`config.mk`:
```
export PLATFORM = sky130hd
export DESIGN_NAME = aes_key_sched_ctrl
export DESIGN_NICKNAME = d
export VERILOG_FILES = /design/src/rtl/aes_pkg.sv /design/src/rtl/aes_rk_store.sv /design/src/rtl/aes_key_sched_ctrl.sv
export SDC_FILE = /design/constraint.sdc
export NUM_CORES = 2
export LEC_CHECK = 0
export BUFFER_PORTS_ARGS = -buffer_cell sky130_fd_sc_hd__buf_2
export CORE_ASPECT_RATIO = 1.25
export CORE_MARGIN = 2
export CORE_UTILIZATION = 55
export CTS_BUF_LIST = sky130_fd_sc_hd__clkbuf_8
export DETAILED_ROUTE_END_ITERATION = 8
export PLACE_DENSITY = 0.84
export SETUP_SLACK_MARGIN = 0.3
export SLEW_MARGIN = 20
export SYNTH_ARGS = -nofsm -noshare
export SYNTH_HDL_FRONTEND = slang
export SYNTH_SLANG_ARGS = --single-unit
```
`constraint.sdc`:
```
create_clock -name clk -period 69.2 [get_ports clk]
set_clock_uncertainty 0.1 [all_clocks]
set_input_delay 3.46 -clock clk [delete_from_list [all_inputs] [get_ports clk]]
set_output_delay 3.46 -clock clk [all_outputs]
set_load 0.01 [all_outputs]
```
`src/rtl/aes_pkg.sv`:
```
// Shared types and sizing for the AES-128 key-schedule controller and its round-key store.
package aes_pkg;

  typedef enum logic [1:0] {
    IDLE,
    LOAD,
    CAPTURE,
    READY
  } state_e;

  localparam int unsigned NUM_RK       = 11;
  localparam int unsigned RK_W         = 128;
  localparam int unsigned AES128_KEY_W = 128;

endpackage

```
`src/rtl/aes_rk_store.sv`:
```
// Round-key register file: synchronous write, registered read, async clear.
// The read register returns zero unless a read is strobed, so callers get a clean data bus.
module aes_rk_store
  import aes_pkg::*;
#(
  parameter int unsigned DEPTH  = NUM_RK,
  parameter int unsigned ADDR_W = 4,
  parameter int unsigned DATA_W = RK_W
) (
  input  logic              clk,
  input  logic              rst,
  input  logic              wr_en_i,
  input  logic [ADDR_W-1:0] wr_addr_i,
  input  logic [DATA_W-1:0] wr_data_i,
  input  logic              rd_en_i,
  input  logic [ADDR_W-1:0] rd_addr_i,
  output logic [DATA_W-1:0] rd_data_o
);

  logic [DATA_W-1:0] mem_q [DEPTH];
  logic [DATA_W-1:0] rd_data_q;

  always_ff @(posedge clk or posedge rst) begin
    if (rst) begin
      for (int unsigned i = 0; i < DEPTH; i++) begin
        mem_q[i] <= '0;
      end
    end else if (wr_en_i && (32'(wr_addr_i) < DEPTH)) begin
      mem_q[wr_addr_i] <= wr_data_i;
    end
  end

  always_ff @(posedge clk or posedge rst) begin
    if (rst) begin
      rd_data_q <= '0;
    end else if (rd_en_i && (32'(rd_addr_i) < DEPTH)) begin
      rd_data_q <= mem_q[rd_addr_i];
    end else begin
      rd_data_q <= '0;
    end
  end

  assign rd_data_o = rd_data_q;

endmodule

```
`src/rtl/aes_key_sched_ctrl.sv`:
```
// AES-128 key-schedule controller: accepts a key, pulses the expander load, captures
// round keys 0..10 into a local store and serves them through a 1-cycle read port.
module aes_key_sched_ctrl
  import aes_pkg::*;
#(
  parameter int unsigned NUM_RK = aes_pkg::NUM_RK,
  parameter int unsigned ADDR_W = 4
) (
  input  logic              clk,
  input  logic              rst,
  input  logic [127:0]      key_in,
  input  logic              key_valid,
  output logic              key_ready,
  input  logic              flush,
  output logic              kexp_kld,
  output logic [255:0]      kexp_key,
  input  logic [31:0]       kexp_w0,
  input  logic [31:0]       kexp_w1,
  input  logic [31:0]       kexp_w2,
  input  logic [31:0]       kexp_w3,
  input  logic              rk_rd_en,
  input  logic [ADDR_W-1:0] rk_rd_addr,
  output logic [RK_W-1:0]   rk_rd_data,
  output logic              rk_rd_valid,
  output logic              rk_rd_err,
  output logic              keys_ready,
  output logic              busy
);

  localparam logic [ADDR_W-1:0] LAST_IDX = ADDR_W'(NUM_RK - 1);

  state_e                  state_q, state_d;
  logic [ADDR_W-1:0]       cnt_q, cnt_d;
  logic [AES128_KEY_W-1:0] key_q, key_d;
  logic                    rd_valid_q, rd_err_q;
  logic                    accept;
  logic                    rd_ok;
  logic                    store_wr;

  always_comb begin
    state_d   = state_q;
    cnt_d     = cnt_q;
    key_d     = key_q;
    key_ready = (state_q == IDLE) || (state_q == READY);
    // flush wins over a same-cycle request, so accept is masked here as well
    accept    = key_valid && key_ready && !flush;
    if (flush) begin
      state_d = IDLE;
      cnt_d   = '0;
    end else begin
      unique case (state_q)
        IDLE, READY: begin
          if (accept) begin
            state_d = LOAD;
            key_d   = key_in;
          end
        end
        LOAD: begin
          state_d = CAPTURE;
          cnt_d   = '0;
        end
        CAPTURE: begin
          if (cnt_q == LAST_IDX) begin
            state_d = READY;
          end else begin
            cnt_d = cnt_q + 1'b1;
          end
        end
        default: state_d = IDLE;
      endcase
    end
  end

  assign kexp_kld   = (state_q == LOAD);
  assign kexp_key   = {{(256 - AES128_KEY_W){1'b0}}, key_q};
  assign busy       = (state_q == LOAD) || (state_q == CAPTURE);
  assign keys_ready = (state_q == READY);

  // Reads see the store as it was before this edge, so a read in an accept cycle returns old keys
  assign rd_ok    = rk_rd_en && (state_q == READY) && (rk_rd_addr <= LAST_IDX);
  assign store_wr = (state_q == CAPTURE);

  always_ff @(posedge clk or posedge rst) begin
    if (rst) begin
      state_q    <= IDLE;
      cnt_q      <= '0;
      key_q      <= '0;
      rd_valid_q <= 1'b0;
      rd_err_q   <= 1'b0;
    end else begin
      state_q    <= state_d;
      cnt_q      <= cnt_d;
      key_q      <= key_d;
      rd_valid_q <= rd_ok;
      rd_err_q   <= rk_rd_en && !rd_ok;
    end
  end

  aes_rk_store #(
    .DEPTH (NUM_RK),
    .ADDR_W(ADDR_W),
    .DATA_W(RK_W)
  ) u_store (
    .clk      (clk),
    .rst      (rst),
    .wr_en_i  (store_wr),
    .wr_addr_i(cnt_q),
    .wr_data_i({kexp_w0, kexp_w1, kexp_w2, kexp_w3}),
    .rd_en_i  (rd_ok),
    .rd_addr_i(rk_rd_addr),
    .rd_data_o(rk_rd_data)
  );

  assign rk_rd_valid = rd_valid_q;
  assign rk_rd_err   = rd_err_q;

endmodule

```
# Word level (Yosys, flattened, before mapping)
# Index checks and enable logic that the tools add are counted.
[totals] inputBits=265 ramBits=0 memories=0 latch_bits=0 romBits=0 wordCells=66 ff_bits=1672 out_inout_bits=390
[classes] n_addsub=1 bitwise_logic=3 div_mod_pow=0 mux=14 reduce_logical=18 magnitude_cmp=6 eq_ne=7 multipliers=0 shifts=0
[op_table] cell="1408-bit bitwise mux" count=1
[op_table] cell="128-bit binary-select mux with 4-bit select" count=1
[op_table] cell="128-bit demux with 4-bit select" count=1
[op_table] cell="128-bit two-way mux" count=4
[op_table] cell="5-bit >= comparator (second input constant)" count=2
[op_table] cell="4-bit inverter with 5-bit output" count=2
[op_table] cell="3-bit inequality test (second input constant)" count=3
[op_table] cell="1-bit logical AND" count=8
[op_table] cell="4-bit < comparator (second input constant)" count=2
[op_table] cell="4-bit two-way mux" count=2
[op_table] cell="4-bit one-hot mux with 2 select lines" count=1
[op_table] cell="2-bit two-way mux" count=3
[op_table] cell="2-bit one-hot mux with 3 select lines" count=1
[op_table] cell="5-bit by 1-bit < comparator with 1-bit output (second input constant)" count=1
[op_table] cell="4-bit by 1-bit adder with 4-bit output (second input constant)" count=1
[op_table] cell="2-bit == test (second input constant)" count=2
[op_table] cell="4-bit == test (second input constant)" count=1
[op_table] cell="4-bit <= comparator (second input constant)" count=1
[op_table] cell="2-bit AND reduction" count=2
[op_table] cell="3-bit AND reduction" count=1
[op_table] cell="3-bit nonzero test" count=1
[op_table] cell="2-bit by 1-bit == test with 1-bit output (second input constant)" count=1
[op_table] cell="1-bit zero test" count=2
[op_table] cell="2-bit zero test" count=1
[op_table] cell="other kinds (3)" count=4

# Longest topological paths before layout
[logic_depth] depth_word=7 ltp_mapped=8 ltp_nobuf=6

# By module
# Synthesis repeated with hierarchy kept, for this count alone.
[hier_totals] hier_cells=5041 hier_area_um2=74639.1
[modules_own_cells] mod="aes_rk_store" cells_per_inst=4588 seq_area_each_um2=38436.9 n_inst=1 area_per_inst_um2=67791.3
[modules_own_cells] mod="aes_key_sched_ctrl" cells_per_inst=453 seq_area_each_um2=3403.3 n_inst=1 area_per_inst_um2=6847.8

# Least setup slack after synthesis
# Ideal clock, no wire load.
[synth_path] path_type="input-to-reg" from="input port rk_rd_addr[0]" to="register u_store.rd_data_q[107], in the netlist u_store.rd_data_o[107]" arrival_time_ps=4798 setup_time_ps=142 n_path_buf=3 cell_stages=6 slack_ps=64160 required_time_ps=68958 cell_sequence="buf_6 -> buf_2 -> clkbuf_4 -> mux4_2 -> a211oi_1 -> a211oi_1"
[synth_between] elab_chain_cells=5 elab_cells_between_ends=9 classes_between="order compare: 2; mux: 4; bitwise: 1; reduce/logical: 2"
[synth_rtl] element="from (decl)" line="aes_key_sched_ctrl.sv:22" rtl="input logic [ADDR_W-1:0] rk_rd_addr,"
[synth_rtl] element="4-bit inverter with 5-bit output (not written as such)" line="aes_rk_store.sv:37" rtl="rd_data_q <= mem_q[rd_addr_i];"
[synth_rtl] element="128-bit binary-select mux with 4-bit select" line="aes_rk_store.sv:37"
[synth_rtl] element="128-bit two-way mux (not written as such) (2 in series)" line="aes_rk_store.sv:37"
[synth_rtl] element="128-bit two-way mux (*)" line="aes_rk_store.sv:36" rtl="end else if (rd_en_i && (32'(rd_addr_i) < DEPTH)) begin"
[synth_rtl] element="to (signal assigned)" line="aes_rk_store.sv:37"
[synth_rtl] element="to (decl)" line="aes_rk_store.sv:21" rtl="logic [DATA_W-1:0] rd_data_q;"
# Mark *: on every way between the ends. The rest lies on a longest branch, timed or not. The select of a mux whose other input is x is not followed.
# A chain may end at the register's enable or synchronous reset.

==> results.tsv <==
stage	metric	value	unit
grt	grt_pass1_vias	46242	
timing	tightest_slew	1270	ps
grt	grt_first_pass_wirelength	274000	µm
critical_path	slowest_delay	840	ps
clock_tree	cts-root-buf	clkbuf_8	
die	design.core.area	133000	µm²
timing	finalSetupTns	0	ps
synth	syn_area	73600	µm²
pwr	p_leak	37.0	nW
timing	slew_violations	0	
critical_path	crit_arrival	8510	ps
timing	fin_ws	61570	ps
flow_run	maxCapViolations	0	
timing	final-setup-viol-count	0	
critical_path	path_max_fanout	127	
grt	gr-total-overflow	0	
placement	dp_slack	60400	ps
pwr	power_frac_seq	0.490	
synth	synth-async-reset-ratio	1.00	
synth	synth_cell_type_count	33	
clock_tree	numCtsBuffers	275	
pwr	vdd_drop_max	0.0211	mV
timing	hold_viol	0	
die	fp.dieW	331	µm
clock_tree	ctsHoldBuffers	0	
grt	antenna_found_initial	47	
synth	yosys_warnings	0	
routing	first_iter_violations	2745	
synth	ys_seq_area_frac	0.568	
critical_path	worstPathRequired	70080	ps
pwr	p_switching	0.667	mW
placement	port_buffers	526	
cells_and_area	nets	5437	
critical_path	critPathKind	input pin to asynchronous set/reset pin	
timing	rsz0062_at_grt	false	
synth	syn_area_per_cell	15.5	µm²
clock_tree	cts_setup_buffers	0	
cells_and_area	num-fill-cells	9757	
placement	globalplace.congestion	0.779	
die	io_pins	655	
critical_path	cp_top_family	buffers and inverters	
timing	min_period_over_period	0.110	
synth	syn_inst	4762	
routing	viasPerCell	6.04	
timing	relSlewSlack	0.153	
pwr	p_int	1.86	mW
die	initial_core_util	0.553	
die	die_h	413	µm
routing	drt_pass1_iterations	7	
timing	fin_crit	7630	ps
run_status	status	finished, final reports clean	
critical_path	cp-end-kind	asynchronous set/reset pin	
routing	num_vias	42776	
hold_path	hold_path_class	register to register	
cells_and_area	layout-drive-gt1-share	0.541	
synth	ys.flop_type	dfrtp_1	
synth	ys_seq_elements	1672	
critical_path	crit_chain	buf_2, inv_8, buf_4, buf_4, buf_4, buf_4, buf_4	
critical_path	cp-start-kind	input pin	
routing	ant_nets	0	
clock_tree	htree_levels	5	
timing	fin_worst_hold_slack	396	ps
clock_tree	clk_latency	980	ps
pwr	p_comb_frac	0.189	
die	rows	150	
critical_path	slowest_stage	buf_4	
synth	synth_edf_count	0	
pwr	clkPwrFrac	0.321	
pwr	swShare	0.263	
critical_path	cpMostUsedCell	buf_4	
grt	grt_max_degree	198	
routing	wl_per_cell	25.0	µm
clock_tree	cts.sinks	1672	
placement	place_hpwl	99000	µm
clock_tree	cts_resized	0	
critical_path	critPathBufInv	7	
die	die_area	137000	µm²
grt	grt.total_usage	0.260	
routing	drc_errors	0	
routing	routed_wirelength	177000	µm
clock_tree	cts_buffer_depth	4	
pwr	powerDensity	31.0	nW/µm²
timing	fmaxAchievable	131	MHz
clock_tree	path_clk_slew	60	ps
cells_and_area	syn_to_final_growth	10.8	%
clock_tree	cts_tree	yes	
-- Yosys cell counts (3+ instances only) --
cell type	instances	area (µm²)
clkbuf_1	211	792
inv_1	10	37.5
buf_1	4	15.0
nand2_1	7	26.3
and2_1	6	37.5
mux4_2	256	5770
mux2_2	1664	18700
nor2_1	6	22.5
buf_6	21	236
buf_4	147	1100
a21oi_1	3	15.0
dfrtp_1	1672	41800
a22oi_1	130	976
buf_2	213	1070
ha_1	7	87.6
a211oi_1	256	1920
nor2b_1	128	801
-- layout make-up --
cell class	instances	area, µm²	share of cell area
multi-input cells	2610	29100	0.357
diodes	20	50.0	0.000613
repair buffers	596	3330	0.0408
flip-flops and latches	1672	41800	0.513
clock buffers	324	4460	0.0546
inverters	10	45.0	0.000552
well taps	1748	2190	0.0268
clock inverters	107	573	0.00702
-- power by group through the flow --
stage	clock network (mW)	logic [mW]	registers [mW]
2_1_floorplan	0	0.346	1.26
3_3_place_gp	0	0.464	1.24
3_5_place_dp	0	0.481	1.25
4_1_cts	0.830	0.483	1.24
5_1_grt	0.873	0.514	1.26
6_report	0.812	0.478	1.24
-- through the flow --
stage           util  std cells  power [mW]  area [µm²]
4_1_cts        0.611       7064        2.55       81500
3_5_place_dp   0.574       6633        1.73       76400
2_1_floorplan      -       4889        1.60       74100
3_3_place_gp   0.574       6633        1.71       76400
6_report       0.612       7087        2.53       81600
5_1_grt        0.612       7080        2.65       81600
-- cells in the final DEF (no fill, tap or decap), drive strengths merged, types with 2 or more instances in the layout --
| cell type | count |
|---|---|
| a311oi | 2 |
| nor3b | 2 |
| clkinv | 10 |
| a211oi | 256 |
| and2 | 6 |
| or2 | 2 |
| nor2b | 128 |
| nand2 | 7 |
| dfrtp | 1672 |
| buf | 596 |
| nor2 | 6 |
| clkinvlp | 6 |
| inv | 96 |
| diode | 20 |
| ha | 7 |
| nand3 | 2 |
| nand2b | 2 |
| o21ai | 2 |
| bufinv | 5 |
| mux4 | 256 |
| a22oi | 130 |
| a21oi | 3 |
| mux2 | 1664 |
| clkbuf | 324 |
| conb | 128 |
-- layer usage --
metal | track usage | vias up | wire, µm
li1 | - | 18011 | -
met1 | 0.318 | 22927 | 70200
met2 | 0.448 | 1403 | 90100
met3 | 0.0579 | 401 | 10500
met4 | 0.109 | 34 | 6080
met5 | 0 | - | 181
-- flip-flops by register name, indices dropped and copies added, names as in the netlist --
signal / count
state_q: 2
cnt_q: 4
key_q: 128
rk_rd_err: 1
u_store.mem_q: 1408
u_store.rd_data_o: 128
rk_rd_valid: 1
-- worst paths after layout --
path                          startpoint               endpoint  slack [ps]  cells past startpoint
hold / removal                 key_q[71]              key_q[71]         400                      1
hold reg to reg                key_q[71]              key_q[71]         400                      1
setup reg to reg              state_q[0]     u_store.mem_q[471]       64800                      8
setup / recovery                     rst     u_store.mem_q[570]       61570                      7
min in group asynchronous            rst  u_store.rd_data_o[18]        2540                      2
max in group clk           rk_rd_addr[0]   u_store.rd_data_o[2]       62490                      8
-- cell families (layout without fill, tap and decap cells) --
group	Yosys count	count (layout)	share of synthesized area
flops	1672	1672	0.568
buf+inv	607	1037	0.0442
compound gates	396	396	0.0403
fa+ha+maj	7	7	0.00119
simple gates	158	158	0.0131
mux	1921	1921	0.333
other cells	1	148	0.0000509
(Power assumes the default switching activity.)
